===== src/rtl/cpu_ctl_pkg.sv =====
// Shared types and encodings for the hardwired control sequencer.
package cpu_ctl_pkg;

  // Sequencer states: fetch (T0, T1, FMEM, T2), execute (T3..T7), and the two traps.
  typedef enum logic [3:0] {
    ST_RST,
    ST_T0,
    ST_T1,
    ST_FMEM,
    ST_T2,
    ST_T3,
    ST_T4,
    ST_T5,
    ST_T6,
    ST_T7,
    ST_HALT,
    ST_FAULT
  } state_e;

  // Native width of the opcode and ALU operation encodings below.
  localparam int OPC_W = 5;

  // Opcode field encodings.
  localparam logic [OPC_W-1:0] OPC_LD   = 5'b00000;
  localparam logic [OPC_W-1:0] OPC_LDI  = 5'b00001;
  localparam logic [OPC_W-1:0] OPC_ST   = 5'b00010;
  localparam logic [OPC_W-1:0] OPC_ADDI = 5'b01100;
  localparam logic [OPC_W-1:0] OPC_BR   = 5'b10010;
  localparam logic [OPC_W-1:0] OPC_NOP  = 5'b11010;
  localparam logic [OPC_W-1:0] OPC_HALT = 5'b11011;

  // ALU operation driven during the address/offset add slots.
  localparam logic [OPC_W-1:0] ALU_ADD  = 5'b00011;

  // One-hot view of the current opcode; bad marks any undefined encoding.
  typedef struct packed {
    logic ld;
    logic ldi;
    logic st;
    logic addi;
    logic br;
    logic nop;
    logic halt;
    logic bad;
  } opc_dec_t;

endpackage


===== src/rtl/ctl_mem_wait.sv =====
// Memory-wait timeout counter. Held at zero (reloaded) whenever load_i is
// high, i.e. outside a wait state; counts wait cycles otherwise and flags
// expire_o during the TIMEOUT-th consecutive wait cycle. TIMEOUT=0 disables it.
module ctl_mem_wait #(
  parameter int TIMEOUT = 16
) (
  input  logic clk_i,
  input  logic clear_i,
  input  logic load_i,
  output logic expire_o
);

  localparam int CNT_W = (TIMEOUT > 0) ? $clog2(TIMEOUT + 1) : 1;
  localparam logic [CNT_W-1:0] LAST = (TIMEOUT > 0) ? CNT_W'(TIMEOUT - 1) : '0;

  logic [CNT_W-1:0] cnt_q;
  logic [CNT_W-1:0] cnt_d;

  // Next count: reload on load, otherwise advance and saturate at the last wait slot.
  always_comb begin
    // NOTE: assign a default first so every path drives cnt_d and no latch is inferred.
    cnt_d = cnt_q;
    if (load_i) begin
      cnt_d = '0;
    end else if (cnt_q != LAST) begin
      cnt_d = cnt_q + CNT_W'(1);
    end
  end

  // Counter register with synchronous clear.
  always_ff @(posedge clk_i) begin
    // NOTE: non-blocking assignments keep every register updating from pre-edge values.
    if (clear_i) begin
      cnt_q <= '0;
    end else begin
      cnt_q <= cnt_d;
    end
  end

  assign expire_o = (TIMEOUT > 0) && !load_i && (cnt_q == LAST);

endmodule


===== src/rtl/control_sequencer.sv =====
// Hardwired Moore control unit for data_path: fetch, per-opcode execute,
// memory-ready handshake with bounded wait, halt and illegal-opcode report.
module control_sequencer
  import cpu_ctl_pkg::*;
#(
  parameter int OP_W    = 5,
  parameter int TIMEOUT = 16,
  parameter int IR_W    = 32
) (
  input  logic            Clock,
  input  logic            clear,
  input  logic [IR_W-1:0] irOut,
  input  logic            mem_ready,
  input  logic            branchCompare,
  output logic            PCout,
  output logic            Zlowout,
  output logic            MDRout,
  output logic            Cout,
  output logic            Rout,
  output logic            BAOut,
  output logic            MARin,
  output logic            PCin,
  output logic            MDRin,
  output logic            IRin,
  output logic            Yin,
  output logic            Zlowin,
  output logic            ZHighin,
  output logic            Rin,
  output logic            CONin,
  output logic            IncPC,
  output logic            Gra,
  output logic            Grb,
  output logic            Read,
  output logic            Write,
  output logic [OP_W-1:0] op,
  output logic            run,
  output logic            illegal,
  output logic            fault
);

  state_e          state_q;
  state_e          state_d;
  opc_dec_t        dec;
  logic [OP_W-1:0] opcode;
  logic            mem_wait;
  logic            wait_load;
  logic            expire;
  logic            unused_ir;

  assign opcode    = irOut[IR_W-1 -: OP_W];
  assign unused_ir = ^irOut[IR_W-OP_W-1:0];

  // Opcode decode into one-hot flags; anything unlisted is illegal.
  always_comb begin
    dec      = '0;
    dec.ld   = (opcode == OP_W'(OPC_LD));
    dec.ldi  = (opcode == OP_W'(OPC_LDI));
    dec.st   = (opcode == OP_W'(OPC_ST));
    dec.addi = (opcode == OP_W'(OPC_ADDI));
    dec.br   = (opcode == OP_W'(OPC_BR));
    dec.nop  = (opcode == OP_W'(OPC_NOP));
    dec.halt = (opcode == OP_W'(OPC_HALT));
    dec.bad  = !(dec.ld || dec.ldi || dec.st || dec.addi || dec.br || dec.nop || dec.halt);
  end

  // The three handshake states; the timeout counter reloads whenever we are outside them.
  assign mem_wait  = (state_q == ST_FMEM) ||
                     ((state_q == ST_T6) && dec.ld) ||
                     ((state_q == ST_T7) && dec.st);
  assign wait_load = !mem_wait;

  ctl_mem_wait #(
    .TIMEOUT (TIMEOUT)
  ) u_mem_wait (
    .clk_i    (Clock),
    .clear_i  (clear),
    .load_i   (wait_load),
    .expire_o (expire)
  );

  // Next-state sequencing; wait states hold until mem_ready or timeout.
  always_comb begin
    state_d = state_q;
    case (state_q)
      ST_RST:  state_d = ST_T0;
      ST_T0:   state_d = ST_T1;
      ST_T1:   state_d = ST_FMEM;
      ST_FMEM: begin
        if (mem_ready)   state_d = ST_T2;
        else if (expire) state_d = ST_FAULT;
      end
      ST_T2: begin
        if (dec.halt)               state_d = ST_HALT;
        else if (dec.nop || dec.bad) state_d = ST_T0;
        else                         state_d = ST_T3;
      end
      ST_T3:   state_d = ST_T4;
      ST_T4:   state_d = ST_T5;
      ST_T5:   state_d = (dec.ldi || dec.addi) ? ST_T0 : ST_T6;
      ST_T6: begin
        if (dec.ld) begin
          if (mem_ready)   state_d = ST_T7;
          else if (expire) state_d = ST_FAULT;
        end else if (dec.st) begin
          state_d = ST_T7;
        end else begin
          state_d = ST_T0;
        end
      end
      ST_T7: begin
        if (dec.st) begin
          if (mem_ready)   state_d = ST_T0;
          else if (expire) state_d = ST_FAULT;
        end else begin
          state_d = ST_T0;
        end
      end
      ST_HALT:  state_d = ST_HALT;
      ST_FAULT: state_d = ST_FAULT;
      default:  state_d = ST_RST;
    endcase
  end

  // State register; clear aborts any instruction or wait on the next edge.
  always_ff @(posedge Clock) begin
    if (clear) begin
      state_q <= ST_RST;
    end else begin
      state_q <= state_d;
    end
  end

  // Strobe decode from the state register; only MDRin/PCin follow mem_ready/branchCompare.
  always_comb begin
    {PCout, Zlowout, MDRout, Cout, Rout, BAOut}                 = '0;
    {MARin, PCin, MDRin, IRin, Yin, Zlowin, ZHighin, Rin, CONin} = '0;
    {IncPC, Gra, Grb, Read, Write}                               = '0;
    op      = '0;
    run     = 1'b1;
    illegal = 1'b0;
    fault   = 1'b0;
    case (state_q)
      ST_T0:   begin PCout = 1'b1; MARin = 1'b1; IncPC = 1'b1; Zlowin = 1'b1; ZHighin = 1'b1; end
      ST_T1:   begin Zlowout = 1'b1; PCin = 1'b1; end
      ST_FMEM: begin Read = 1'b1; MDRin = mem_ready; end
      ST_T2:   begin MDRout = 1'b1; IRin = 1'b1; illegal = dec.bad; end
      ST_T3: begin
        if (dec.br)        begin Gra = 1'b1; Rout = 1'b1; CONin = 1'b1; end
        else if (dec.addi) begin Grb = 1'b1; Rout = 1'b1; Yin = 1'b1; end
        else               begin Grb = 1'b1; BAOut = 1'b1; Yin = 1'b1; end
      end
      ST_T4: begin
        if (dec.br) begin PCout = 1'b1; Yin = 1'b1; end
        else        begin Cout = 1'b1; op = OP_W'(ALU_ADD); Zlowin = 1'b1; end
      end
      ST_T5: begin
        if (dec.br)                    begin Cout = 1'b1; op = OP_W'(ALU_ADD); Zlowin = 1'b1; end
        else if (dec.ldi || dec.addi) begin Zlowout = 1'b1; Gra = 1'b1; Rin = 1'b1; end
        else                           begin Zlowout = 1'b1; MARin = 1'b1; end
      end
      ST_T6: begin
        if (dec.ld)      begin Read = 1'b1; MDRin = mem_ready; end
        else if (dec.st) begin Gra = 1'b1; Rout = 1'b1; MDRin = 1'b1; end
        else             begin Zlowout = 1'b1; PCin = branchCompare; end
      end
      ST_T7: begin
        if (dec.ld) begin MDRout = 1'b1; Gra = 1'b1; Rin = 1'b1; end
        else        Write = 1'b1;
      end
      ST_HALT:  run = 1'b0;
      ST_FAULT: begin run = 1'b0; fault = 1'b1; end
      default: ;
    endcase
  end

endmodule


===== config.mk =====
export PLATFORM = sky130hd
export DESIGN_NAME = control_sequencer
export DESIGN_NICKNAME = d
export VERILOG_FILES = /design/src/rtl/cpu_ctl_pkg.sv /design/src/rtl/ctl_mem_wait.sv /design/src/rtl/control_sequencer.sv
export SDC_FILE = /design/constraint.sdc
export NUM_CORES = 1
export LEC_CHECK = 0
export CORE_AREA = 3 3 69 52
export CTS_CLUSTER_DIAMETER = 100
export DETAILED_ROUTE_END_ITERATION = 12
export DIE_AREA = 0 0 72 55
export GPL_ROUTABILITY_DRIVEN = 0
export PLACE_DENSITY = 0.78
export SYNTH_ARGS = -nofsm -noshare
export SYNTH_HDL_FRONTEND = slang
export SYNTH_SLANG_ARGS = --single-unit

===== constraint.sdc =====
create_clock -name Clock -period 2 [get_ports Clock]
set_input_delay 0.2 -clock Clock [delete_from_list [all_inputs] [get_ports Clock]]
set_output_delay 0.2 -clock Clock [all_outputs]
set_load 0.01 [all_outputs]

==> impl_results.md <==
* Crit path launch type: input pin
* Synth Cell Area at about 1100 um2
* Fill count at roughly 260
* Primary FF master, synth: dfxtp_1
* Antenna violations before repair at 0
* Leakage at approximately 0.00079 uW
* # IOs at 64
* Grt met2 use at 0.296
* Horiz. Die Dim at between 70 and 80 um
* Pre-antenna DRT Iters at 4
* Vias at about 1400
* Critical path capture point type: output port
* Clock sink count at 9
* Final antenna-violating net count at 0
* Finished Cell Area at between 1500 and 2000 um2
* H-Tree Depth at 1
* Syn avg cell area at slightly above 7 um2
* Layout Nets at between 200 and 300
* Hold buffers post-CTS at 0
* Worst Path Class, Setup: in2out
* Critical Path AT at roughly 1700 ps
* FMAX at 0.516 GHz
* Hold WS at ~500 ps
* DRC at 0
* GRT met3 Usage at 0.0271
* Most common cell after layout, fill and taps aside: buf_4
* Diodes inserted at 0
* Via density at around 5.5
* Peak VDD IR at between 200 and 250 uV
* Die Footprint at 3960 um2
* Asr flop ratio synth at 0
* GRT Overall Usage at 0.190
* GR Util met1 at 0.290
* Tmin final at slightly below 2000 ps
* Flops & latches, synth at 9
* Iteration-0 DRC Markers at ~190
* Period utilization at 0.970
* CP max stage cell: clkdlybuf4s50_1
* CP cell instances: dlygate4sd2_1 -> or3_4 -> nor2_2 -> buf_4 -> nor3_2 -> clkdlybuf4s50_1
* Clock Latency Late Sink at around 230 ps
* DR WL/cell at ~15 um
* Max Cap Viol at 0
* Most frequent cells in the layout: buf_4 (38), dlygate4sd2_1 (22), nor2_1 (19)
* CTS Buffer Depth at 2
* Max Slew Vio Count at 0
* Root Buffer: clkbuf_8
* Max incr delay on CP at roughly 480 ps
* Critical path startpoint: irOut[30]
* Setup Slack @ Placement at -446 ps
* Pwr Density at 392 nW/um2
* Number of synthesis warnings at 0
* Setup violations, final at 0
* Grt ovf at 0
* HP Class: reg2reg
* Critical path data required time at about 1800 ps
* Busiest grt layer: met2
* Initial Utilization at 0.369
* Proportion of layout cells with a drive suffix above 1 at 0.364
* Placed instance area at between 1500 and 2000 um2
* Layout area overhead at 60.7%
* Worst Path Buf+Inv at 3
* Fin. Hold Viols at 0
* EDFF count, synth at 0
* Total Wirelength at 3.72 mm
* Register area share after synthesis at 0.160
* Skew final at between 3 and 4 ps
* Post-DP HPWL at ~2.9 mm
* Reg2reg start: u_mem_wait.cnt_q[0]
* First-pass GRT wire length at 5.94 mm
* Yosys top cell area share at 0.160
* Largest net degree at the start of global routing at 14
* Hold wc startpoint: u_mem_wait.cnt_q[4]
* Setup ws final at a little over 60 ps
* CP delay by family, top: buffers and inverters
* Inserted Clock Buffers at 3
* TritonCTS clock tree: yes
* Core ar. at slightly above 3000 um2
* Vias in the first global route at approximately 1200
* Post-Syn Instances at 155
* Port Buf Inserts at 33
* Clock transition at the registers of the reported paths at roughly 40 ps
* Post-synthesis cell type count at 52
* Chip height at 55 um
* Row count at 17
* Leading area contributor after synthesis: dfxtp_1
* Top cells by area, synth: dfxtp_1 (16%), nor2_1 (7.0%), buf_4 (5.3%), nor3_1 (4.5%), a21oi_1 (4.0%)
* Crit-path max FO at 6
* Outcome: completed
## flip-flops by register name, summed over array words and instances, names as in the netlist
register / count
u_mem_wait.cnt_q: 5
state_q: 4
## cell families (layout without fill, tap and decap cells)
logic type | after synthesis | count (layout) | share of synthesized area
buf+inv | 23 | 80 | 0.130
compound gates | 39 | 39 | 0.248
xor+xnor | 4 | 4 | 0.0312
mux | 1 | 1 | 0.00891
other cells | 1 | 3 | 0.00334
simple gates | 76 | 76 | 0.395
flops | 9 | 9 | 0.160
fa+ha+maj | 2 | 2 | 0.0223
## power by group
group	switching (uW)	leakage, uW	internal [uW]	total, uW
sequential	12.2	0.0000749	187	199
combinational	157	0.000691	143	300
clock	72.0	0.0000255	136	208
## metrics by stage
step / setup TNS, ps / utilization / total power (uW) / cells
global placement: -6860 / 0.548 / 482 / 247
CTS: 0 / 0.584 / 704 / 252
detailed placement: -7580 / 0.548 / 486 / 247
floorplan: 0 / - / 353 / 157
finish: 0 / 0.594 / 707 / 252
global route: -7.75 / 0.594 / 742 / 252
## final cells by class
class	count	area, um2	area share
repair buffers	73	612	0.339
clock buffers	3	41.3	0.0229
well taps	38	47.5	0.0263
flip-flops and latches	9	188	0.104
clock inverters	1	5.00	0.00277
inverters	3	11.3	0.00624
multi-input cells	125	901	0.499
## Yosys cell counts (2+ instances only)
cell type  instances
buf_2              6
a211oi_1           3
buf_4              8
nor2_1            21
o21ai_0            3
inv_1              3
a21oi_1            9
ha_1               2
nand2b_1           6
a31oi_1            7
or2_2              4
or2_1              3
clkbuf_1           3
o31a_1             2
nor4_4             2
nor3_1            10
buf_6              3
nand2_1            8
and3_1             2
dfxtp_1            9
xnor2_1            2
or3_1              2
nand3_1            2
xor2_1             2
nand3b_1           2
nand4_1            2
nor2b_1            4
## tightest hold or removal path: cells and delay by family (launching register included)
family,cells,cell delay [ps]
DFF,1,320
AOI/OAI and AO/OA,1,60
and+or+nand+nor,1,70
## path summary, 6_finish.rpt
kind | end | slack, ps | cells after the start
hold reg to reg | u_mem_wait.cnt_q[4] | 500 | 2
setup reg to reg | state_q[0] | 200 | 6
setup / recovery | Write | 60 | 6
hold / removal | u_mem_wait.cnt_q[4] | 500 | 2
## metal layers
layer | vias to the layer above | wire length, um
li1 | 669 | -
met3 | 2 | 259
met1 | 665 | 1790
met2 | 48 | 1660
met4 | 0 | 18
met5 | - | 0
## what timing repair did
action                     4_1_cts  5_1_grt
pin swaps                        1        3
setup endpoints to repair       24        6
buffers inserted                 1        0
gates resized for setup         47        8
Note: power is estimated with default switching activity, not from simulation.
